[src/rtl/mc_ctrl_unit.sv]
// Multi-cycle RV32I control unit: FSM sequencing fetch/decode/execute/memory/writeback.
// Optional macro MC_CTRL_BRANCH_EXT_EN adds bne/blt/bge/bltu/bgeu on top of beq.
module mc_ctrl_unit #(
    parameter int ALU_CTRL_W = 4
) (
    input  logic                  clk,
    input  logic                  reset,
    input  logic [31:0]           instr,
    input  logic                  zero,
    input  logic                  lt,
    input  logic                  ltu,
    input  logic                  mem_ready,
    output logic                  pc_write,
    output logic                  mem_write,
    output logic                  mem_req,
    output logic                  adr_src,
    output logic                  ir_write,
    output logic                  reg_write,
    output logic [1:0]            result_src,
    output logic [1:0]            alu_srca,
    output logic [1:0]            alu_srcb,
    output logic [2:0]            imm_src,
    output logic [ALU_CTRL_W-1:0] alu_cntrl,
    output logic                  illegal,
    output logic [3:0]            state
);

    typedef enum logic [3:0] {
        FETCH    = 4'd0,  DECODE = 4'd1,  MEMADR = 4'd2,  MEMREAD = 4'd3,
        MEMWB    = 4'd4,  MEMWRITE = 4'd5, EXECR = 4'd6,  EXECI   = 4'd7,
        ALUWB    = 4'd8,  BRANCH = 4'd9,  JAL    = 4'd10, JALR    = 4'd11,
        LUI      = 4'd12, TRAP   = 4'd13
    } state_t;

    typedef enum logic [3:0] {
        ALU_ADD = 4'd0, ALU_SUB = 4'd1, ALU_AND = 4'd2, ALU_OR  = 4'd3, ALU_XOR = 4'd4,
        ALU_SLT = 4'd5, ALU_SLTU = 4'd6, ALU_SLL = 4'd7, ALU_SRL = 4'd8, ALU_SRA = 4'd9
    } alu_op_t;

    localparam logic [6:0] OP_LOAD  = 7'b0000011;
    localparam logic [6:0] OP_STORE = 7'b0100011;
    localparam logic [6:0] OP_R     = 7'b0110011;
    localparam logic [6:0] OP_I     = 7'b0010011;
    localparam logic [6:0] OP_BR    = 7'b1100011;
    localparam logic [6:0] OP_JAL   = 7'b1101111;
    localparam logic [6:0] OP_JALR  = 7'b1100111;
    localparam logic [6:0] OP_LUI   = 7'b0110111;

    logic [6:0] opcode;
    logic [2:0] funct3;
    logic       funct7_b5;
    state_t     cur;
    state_t     decode_target;
    alu_op_t    exec_op;
    alu_op_t    alu_op;
    logic       branch_ok;
    logic       branch_taken;
    logic       unused_bits;

    assign opcode    = instr[6:0];
    assign funct3    = instr[14:12];
    assign funct7_b5 = instr[30];
    assign state     = cur;

`ifdef MC_CTRL_BRANCH_EXT_EN
    assign unused_bits = ^{instr[31], instr[29:15], instr[11:7]};

    always_comb begin
        branch_ok    = 1'b1;
        branch_taken = 1'b0;
        case (funct3)
            3'b000:  branch_taken = zero;
            3'b001:  branch_taken = !zero;
            3'b100:  branch_taken = lt;
            3'b101:  branch_taken = !lt;
            3'b110:  branch_taken = ltu;
            3'b111:  branch_taken = !ltu;
            default: branch_ok    = 1'b0;
        endcase
    end
`else
    assign unused_bits  = ^{instr[31], instr[29:15], instr[11:7], lt, ltu};
    assign branch_ok    = (funct3 == 3'b000);
    assign branch_taken = zero;
`endif

    always_comb begin
        case (funct3)
            3'b000:  exec_op = (opcode == OP_R && funct7_b5) ? ALU_SUB : ALU_ADD;
            3'b001:  exec_op = ALU_SLL;
            3'b010:  exec_op = ALU_SLT;
            3'b011:  exec_op = ALU_SLTU;
            3'b100:  exec_op = ALU_XOR;
            3'b101:  exec_op = funct7_b5 ? ALU_SRA : ALU_SRL;
            3'b110:  exec_op = ALU_OR;
            default: exec_op = ALU_AND;
        endcase
    end

    always_comb begin
        case (opcode)
            OP_LOAD, OP_STORE: decode_target = MEMADR;
            OP_R:              decode_target = EXECR;
            OP_I:              decode_target = EXECI;
            OP_BR:             decode_target = branch_ok ? BRANCH : TRAP;
            OP_JAL:            decode_target = JAL;
            OP_JALR:           decode_target = JALR;
            OP_LUI:            decode_target = LUI;
            default:           decode_target = TRAP;
        endcase
    end

    always_ff @(posedge clk) begin
        if (reset) begin
            cur <= FETCH;
        end else begin
            case (cur)
                FETCH:    if (mem_ready) cur <= DECODE;
                DECODE:   cur <= decode_target;
                MEMADR:   cur <= (opcode == OP_STORE) ? MEMWRITE : MEMREAD;
                MEMREAD:  if (mem_ready) cur <= MEMWB;
                MEMWRITE: if (mem_ready) cur <= FETCH;
                EXECR, EXECI, LUI: cur <= ALUWB;
                TRAP:     cur <= TRAP;
                default:  cur <= FETCH;   // writebacks, branch/jumps and unused codes 14-15
            endcase
        end
    end

    always_comb begin
        // NOTE: every output is defaulted first so no state leaves one unassigned and infers a latch.
        pc_write   = 1'b0;
        mem_write  = 1'b0;
        mem_req    = 1'b0;
        adr_src    = 1'b0;
        ir_write   = 1'b0;
        reg_write  = 1'b0;
        result_src = 2'b00;
        alu_srca   = 2'b00;
        alu_srcb   = 2'b00;
        imm_src    = 3'b000;
        illegal    = 1'b0;
        alu_op     = ALU_ADD;
        case (cur)
            FETCH: begin
                mem_req  = 1'b1;
                alu_srcb = 2'b10;
                ir_write = mem_ready;
                pc_write = mem_ready;
            end
            DECODE: begin
                alu_srca = 2'b01;
                alu_srcb = 2'b01;
                imm_src  = (opcode == OP_JAL) ? 3'b011 : 3'b010;
            end
            MEMADR: begin
                alu_srca = 2'b10;
                alu_srcb = 2'b01;
                imm_src  = (opcode == OP_STORE) ? 3'b001 : 3'b000;
            end
            MEMREAD: begin
                mem_req = 1'b1;
                adr_src = 1'b1;
            end
            MEMWB: begin
                result_src = 2'b01;
                reg_write  = 1'b1;
            end
            MEMWRITE: begin
                mem_req   = 1'b1;
                adr_src   = 1'b1;
                mem_write = 1'b1;
            end
            EXECR: begin
                alu_srca = 2'b10;
                alu_op   = exec_op;
            end
            EXECI: begin
                alu_srca = 2'b10;
                alu_srcb = 2'b01;
                alu_op   = exec_op;
            end
            ALUWB: reg_write = 1'b1;
            BRANCH: begin
                alu_srca = 2'b10;
                alu_op   = ALU_SUB;
                pc_write = branch_taken;
            end
            JAL: begin
                alu_srca  = 2'b01;
                alu_srcb  = 2'b10;
                reg_write = 1'b1;
                pc_write  = 1'b1;
            end
            JALR: begin
                alu_srca   = 2'b10;
                alu_srcb   = 2'b01;
                result_src = 2'b10;
                reg_write  = 1'b1;
                pc_write   = 1'b1;
            end
            LUI: begin
                alu_srca = 2'b11;   // zero operand, so result is the U immediate
                alu_srcb = 2'b01;
                imm_src  = 3'b100;
            end
            TRAP:    illegal = 1'b1;
            default: ;
        endcase
        // Reset suppresses side effects immediately, even mid-access, before the state register clears.
        if (reset) begin
            pc_write  = 1'b0;
            mem_write = 1'b0;
            mem_req   = 1'b0;
            ir_write  = 1'b0;
            reg_write = 1'b0;
        end
        alu_cntrl = ALU_CTRL_W'(alu_op);
    end

endmodule

[config.mk]
export PLATFORM = sky130hd
export DESIGN_NAME = mc_ctrl_unit
export DESIGN_NICKNAME = d
export VERILOG_FILES = /design/src/rtl/mc_ctrl_unit.sv
export SDC_FILE = /design/constraint.sdc
export NUM_CORES = 1
export LEC_CHECK = 0
export CORE_ASPECT_RATIO = 1.4
export CORE_MARGIN = 4
export CORE_UTILIZATION = 31
export DETAILED_ROUTE_END_ITERATION = 8
export PLACE_DENSITY = 0.88
export SLEW_MARGIN = 5
export SYNTH_ARGS = -nofsm -noshare
export SYNTH_HDL_FRONTEND = slang
export SYNTH_SLANG_ARGS = --single-unit
[constraint.sdc]
create_clock -name clk -period 2.2 [get_ports clk]
set_input_delay 0.44 -clock clk [delete_from_list [all_inputs] [get_ports clk]]
set_output_delay 0.44 -clock clk [all_outputs]
set_load 0.05 [all_outputs]
==> Yosys cells after proc, flatten, opt, wreduce, memory -nomap -nowiden <==
Index checks and enable logic that the tools add are counted.
{ "word_totals": {"ff_bits": 4, "elab_cells": 75, "out_inout_bits": 24, "input_bits": 38} }
{ "op_classes": {"n_reduce_logical": 15, "n_mux": 29, "n_eq_ne": 30} }
{ "ops": {"columns": ["op", "n"], "rows": [
  ["$pmux 4 s7", 3],
  ["$eq 4x4->1 const B", 6],
  ["$eq 7x6->1 const B", 3],
  ["$eq 7x7->1 const B", 3],
  ["$eq 4x3->1 const B", 4],
  ["$mux 1", 15],
  ["$mux 4", 3],
  ["$reduce_or 2->1", 6],
  ["$reduce_or 5->1", 2],
  ["$eq 3x3->1 const B", 3],
  ["$pmux 3 s3", 1],
  ["$eq 4x2->1 const B", 2],
  ["$pmux 2 s2", 2],
  ["$pmux 4 s2", 1],
  ["$eq 7x2->1 const B", 1],
  ["$eq 7x5->1 const B", 1],
  ["$eq 3x2->1 const B", 2],
  ["$mux 3", 2],
  ["$ne 2x2->1 const B", 3],
  ["$pmux 2 s3", 1],
  ["$reduce_or 3->1", 2],
  ["$eq 4x1->1 const B", 1],
  ["$logic_not 4->1", 1],
  ["$reduce_or 4->1", 1],
  ["other kinds (5)", 5]
]} }

==> Logic depth before layout (Yosys ltp) <==
{ "logic_depth": {"ltp_word": 5, "mapped_depth": 6, "depth_no_buf": 4} }

==> Worst setup path after synthesis <==
No wires, ideal clock.
{ "synth_timing": {"path_kind": "flip-flop to output port", "start": "register cur[1] (netlist: state[1])", "end": "output mem_req", "arrival_time_ps": 3556, "required_ps": 1760, "path_slack_ps": -1796, "stages_incl_launch_ff": 4, "path_cell_list": "dfxtp_1 -> buf_2 -> xnor2_1 -> a2111oi_0"} }
{ "synth_via": {"elab_chain_cells": 4, "elab_cells_between_ends": 6} }
{ "synth_rtl": {"columns": ["element", "line_no", "rtl"], "rows": [
  ["from (decl)", "52", "state_t cur;"],
  ["from (signal assigned)", "119", "DECODE: cur <= decode_target;"],
  ["from (signal assigned)", "120", "MEMADR: cur <= (opcode == OP_STORE) ? MEMWRITE : MEMREAD;"],
  ["$eq 4x3->1, or another cell as far along", "144", "case (cur)"],
  ["$reduce_or 3->1 (no source line) (*)", null, null],
  ["$mux 1 (*)", "144", null],
  ["$mux 1 (*)", "211", "if (reset) begin"],
  ["to (decl)", "15", "output logic mem_req,"]
]} }
Every way passes the cells marked *; elsewhere a longest branch is shown, timed or not.

==> Final worst setup path <==
{ "layout_timing": {"start": "input instr[0]", "end": "output imm_src[0]"} }
{ "layout_via": {"elab_chain_cells": 3, "elab_cells_between_ends": 5} }
{ "layout_rtl": {"columns": ["element", "line_no", "rtl"], "rows": [
  ["from (decl)", "8", "input logic [31:0] instr,"],
  ["$eq 7x6->1 or $eq 7x7->1 (tied branches)", "159, 154", null],
  ["$mux 1, on equally long branches", "159, 154", null],
  ["$pmux 3 s3 (*)", "144", null],
  ["to (decl)", "22", "output logic [2:0] imm_src,"]
]} }
Marked as above.

==> key figures <==
Setup path
  – WP data required: ~1800 ps
  – Worst setup EP type: output port
  – Arrival time worst endpoint: 1790 ps
  – Flop-to-flop setup slack: 450 ps
  – CP startpoint kind: input port
  – Worst r2r dst: state[2]
  – Delay-heaviest family, CP: buffers and inverters
  – Critical-path top delay cell: clkdlybuf4s50_1
  – CP max FO: 3
  – Slowest stage delay, CP: 500 ps
  – CP bufs+invs: 2
  – Crit path cell chain: clkdlybuf4s50_1 > nand2_1 > or3_4 > a21oi_4 > buf_12
  – R2R Path Start: state[2]
  – R2R depth: 5
  – Crit Path Category: in -> out

CTS
  – Skew-Pair Late Insertion Delay: around 260 ps
  – Num CTS Buffers: 3
  – Clock tree from TritonCTS: done
  – Root Driver: clkbuf_4
  – H-tree levels: 1
  – Reg clk slew, reported paths: approximately 50 ps
  – Max clock buf depth: 2
  – Clock Sinks: 4

Hold path
  – Hold Crit Start: state[3]
  – Tightest Hold Check Type: reg -> reg
  – Hold-critical path depth: 3
  – Hold path endpoint: state[2]

STA
  – Clock skew: 3.65 ps
  – Pins Over Slew Limit: 0
  – Setup Viol. Count Final: 1
  – Slew margin rel.: 65.8%
  – Fin crit share: 101%
  – Final hold vios: 0
  – Unrepaired setup endpoints after global routing: true
  – Final WS setup: -27.7 ps
  – Worst Tran Pin Value: ~510 ps
  – Fin crit period: around 2200 ps
  – Highest clock rate: 449 MHz
  – Hold slack: approximately 770 ps

Layout
  – Filler cells: 128
  – Max reg flops: 4
  – Layout cells sized above 1: 44.8%
  – Area Overhead vs Synth: 134%
  – N_diodes: 0
  – NumNets Final: about 210

Status
  – Outcome: complete, but fails checks
  – Failing checks: setup timing

Power and ir drop
  – Overall power: around 1.1 mW
  – Pwr per Cell Area: 664 nW/µm²
  – Worst IR Drop VDD: 0.473 mV
  – Leakage power: 0.695 nW

Global routing
  – Pin count of the biggest net entering global routing: 24
  – Initial antenna violation count: 0
  – Vias in the first global route: 1133
  – Total track usage: 22.4%
  – First-pass GRT wire length: just over 5000 µm
  – Grt ovf: 0

Floorplan
  – Row cnt: 20
  – Core Area: 2180 µm²
  – IO Pins: 62
  – Initial Util: between 30% and 40%
  – Die area: 3100 µm²
  – Die Ht: 64.4 µm
  – Die W: between 40 and 50 µm

Yosys
  – Post-synthesis sequential area ratio: 11.4%
  – Mean post-synth cell area: between 6 and 7 µm²
  – Post-synth ARST share: 0%
  – Post-synth top area share: 11.4%
  – EDFF count, synth: 0
  – Flops & latches, synth: 4
  – Post-synthesis cell count: around 110
  – Synthesized area: 703 µm²
  – Synth area leaders: dfxtp_1 11%, nor2_1 9.1%, nor3_1 7.1%
  – Synth Flop Type: dfxtp_1
  – Area leader, netlist: dfxtp_1
  – Most common cell in the netlist: nor2_1
  – Distinct cells, synth: 41
  – YS warnings: 0
  – Synth cell count leaders: 17 x nor2_1, 10 x nand2_1, 10 x nor3_1, 9 x a21oi_1
  – Mapped Nets: 152

Routing
  – Number of remaining DRC errors: 0
  – Routed wire length: between 3000 and 4000 µm
  – Via Count: ~1100
  – DRT antenna net count: 0
  – Via density: around 5.8
  – Routed WL per cell: 16.6 µm
  – Initial DRC count: 53
  – DR pass1 iterations: 4

Placed design
  – Gpl congestion: 0.857
  – Detailed placement HPWL: 2380 µm
  – Count of input and output buffers: 38

Run
  – Max-cap violations: 0
cells by family (layout without fill, tap and decap cells):
group / count (synthesis) / count (layout) / synth area share (%)
compound gates: 31 / 31 / 30.2
xor+xnor: 2 / 2 / 2.49
buf+inv: 14 / 72 / 8.90
flops: 4 / 4 / 11.4
mux: 1 / 1 / 1.42
simple gates: 62 / 62 / 45.6
placed cells by master (no fill, tap or decap), drive strengths merged, types with 5 or more instances in the layout:
cell / instances
clkdlybuf4s50: 9
a21oi: 9
nand2: 10
inv: 5
nor2: 17
buf: 45
nor3: 10
nand2b: 6
clkbuf: 5
worst max-delay path by stage:
stage                     cells past startpoint  slack [ps]    endpoint     start
final                                         5         -30  imm_src[0]  instr[0]
after global routing                          6         -70  imm_src[0]  instr[1]
after CTS                                     4         -10  imm_src[0]  state[2]
after detailed placement                      6        -150  imm_src[0]  instr[2]
after global placement                        6        -110  imm_src[0]  instr[2]
after floorplan                               5        -110  imm_src[0]  state[2]
timing repair:
item,in CTS,in global routing
resized for setup,10,10
setup buffers,3,1
endpoints found under the setup margin,3,3
gates cloned,0,0
hold buffers,0,0
pin swaps,4,4
tightest hold or removal path: cells and delay by family, from the launching register on:
family,cells,cell delay [ps]
AOI/OAI and AO/OA,1,120
buffers and inverters,1,140
DFF,1,320
and+or+nand+nor,1,130
routing by layer:
layer,GRT usage (%),vias up,part of all wire [%]
met5,0,-,0
met4,11.4,0,2.4
met3,4.51,11,6.7
met2,38.9,56,55
met1,23.4,528,35
li1,-,537,-
area by class of cell:
type,instances,area [µm²],area share [%]
repair buffers,63,738,44.9
well taps,22,27.5,1.67
inverters,5,18.8,1.14
multi-input cells,96,744,45.2
flip-flops and latches,4,90.1,5.48
clock buffers,4,26.3,1.60
stage by stage:
step	utilization (%)	setup WS [ps]	area [µm²]	TNS [ps]	instances
2_1_floorplan	-	-106	855	-106	114
3_3_place_gp	69.7	-107	1520	-167	186
3_5_place_dp	69.7	-153	1520	-274	186
4_1_cts	73.6	-14.5	1600	-14.5	193
5_1_grt	75.6	-72.2	1650	-84.5	194
6_report	75.6	-27.7	1650	-27.7	194
power breakdown:
| part | internal, mW | total, mW | leakage, nW | switching, mW |
|---|---|---|---|---|
| clock network | 0.0692 | 0.116 | 0.0150 | 0.0471 |
| registers | 0.0882 | 0.0950 | 0.0350 | 0.00683 |
| logic | 0.357 | 0.881 | 0.645 | 0.524 |
| total | 0.514 | 1.09 | 0.695 | 0.578 |
Power figures use the tool's default switching activity.
==> RTL edit, RTL diff (same settings) <==
Change the parameter `ALU_CTRL_W` from 4 to 6.
--- a/src/rtl/mc_ctrl_unit.sv
+++ b/src/rtl/mc_ctrl_unit.sv
@@ -3,3 +3,3 @@
 module mc_ctrl_unit #(
-    parameter int ALU_CTRL_W = 4
+    parameter int ALU_CTRL_W = 6
 ) (
Interface: changed (resized alu_cntrl); port bits go from 62 to 64. No check against the original RTL was run, so the function may have changed too.
==> RTL edit against the unedited design <==
Worst setup slack better by 46 ps. Sequential cell count unchanged. Core utilization down 1.7 points. Hold slack worse by 0.70 ps. Register-to-register slack better by 90 ps. Total power down 40%. Final area up 1.1%. Count of clock-buffer cells in the layout unchanged. Wire length up 3.4%. Area after synthesis up 6.8%.
==> RTL edit: results (changes against the unedited design) <==
[setup_path]
max_stage_delay_ps = 410  ; -90 ps
critPathSlowestCell = a2111oi_4
crit_start = state[1]
crit_arrival_ps = 1740  ; -50 ps
regToRegStartpoint = state[3]
r2r_cells = 7  ; +2
crit_fanout = 8  ; +5

[routing]
routed-wl-met2_um = 1780  ; -0.39%
wl_met3_um = 212  ; -1.9%
drt_wl_total_um = 3340  ; +3.4%
drtIter0Drc = 41  ; -23%
highest_layer = met4
vias_per_cell = 5.91  ; +1.2%
wl_met1_um = 1250  ; +9.3%

[global_route]
grt_pass1_wl_um = 4970  ; -2.2%
grt_pass1_vias = 1210  ; +6.8%
grtUsageMet3 = 0.0361  ; -0.00895
track_usage = 0.188  ; -0.0361
grtUsageMet2 = 0.358  ; -0.0313
grt_util_met1 = 0.190  ; -0.0433

[synthesis]
synthTopCellsByCount = nor2_1, nand2_1, nor3_1, a21oi_1, o21ai_0
synthTopCellsByArea = dfxtp_1, nor2_1, nand2_1
yosysSeqAreaShare = 0.107  ; -0.00721
synth_compound_area_frac = 0.307  ; +0.00418
synthXorXnorAreaFrac = 0.0117  ; -0.0132
synthAdderAreaFrac = 0  ; unchanged
yosys.cell_types.count = 42  ; +2.4%
synthMuxAreaShare = 0.0283  ; +0.0141

[sta]
skew_ps = 3.08  ; -0.569 ps
worstMarginPinSlew_ps = 497  ; -15.0 ps

[hold_path]
worstHoldStart = state[2]
hold_depth = 4  ; +1

[pwr]
vdd_drop_max_uv = 412  ; -13%
clkPwrFrac = 0.157  ; +0.051
swShare = 0.470  ; -0.0588
leakagePower_nw = 0.696  ; +0.18%

[place]
placed_area_mm2 = 0.00150  ; -0.82%
post-place-cells = 192  ; +3.2%
place_ws_ps = -273  ; -120 ps
gp_congestion = 0.908  ; +6.0%
hpwl_um = 2360  ; -0.64%

[clock_network]
postCtsSetupRepairBufs = 0  ; -3
clk_latency_ps = 230  ; -30 ps

[finish]
drive_above_1_share = 0.467  ; +0.0197
layout.nets = 223  ; +5.7%

[status]
outcome = finished, final reports clean

==> RTL edit: cell count changes after synthesis, moves of 3 or more <==
cell,before,now
buf_4,0,4
nor2_1,17,20
clkbuf_1,6,0
nand2_1,10,13
o21ai_0,1,6
and2b_1,0,3
==> RTL edit: worst reg2reg max path, delay by kind of cell (launching register included) <==
| kind | cells | cell delay [ps] |
|---|---|---|
| flops | 1 | 500 |
| buf+inv | 2 | 290 |
| simple gates | 3 | 350 |
| compound gates | 2 | 420 |
==> RTL edit: path summary, 6_finish.rpt <==
path	to	slack (ps)
setup / recovery	mem_req	20
hold / removal	state[1]	770
setup reg to reg	state[0]	540
hold reg to reg	state[1]	770
==> RTL edit: final cells by class <==
class,instances,area [um^2]
Timing Repair Buffer,69,769
Multi-Input combinational cell,104,733
Fill cell,145,588
Sequential cell,4,92.6
Tap cell,22,27.5
Clock buffer,4,26.3
Inverter,3,15.0
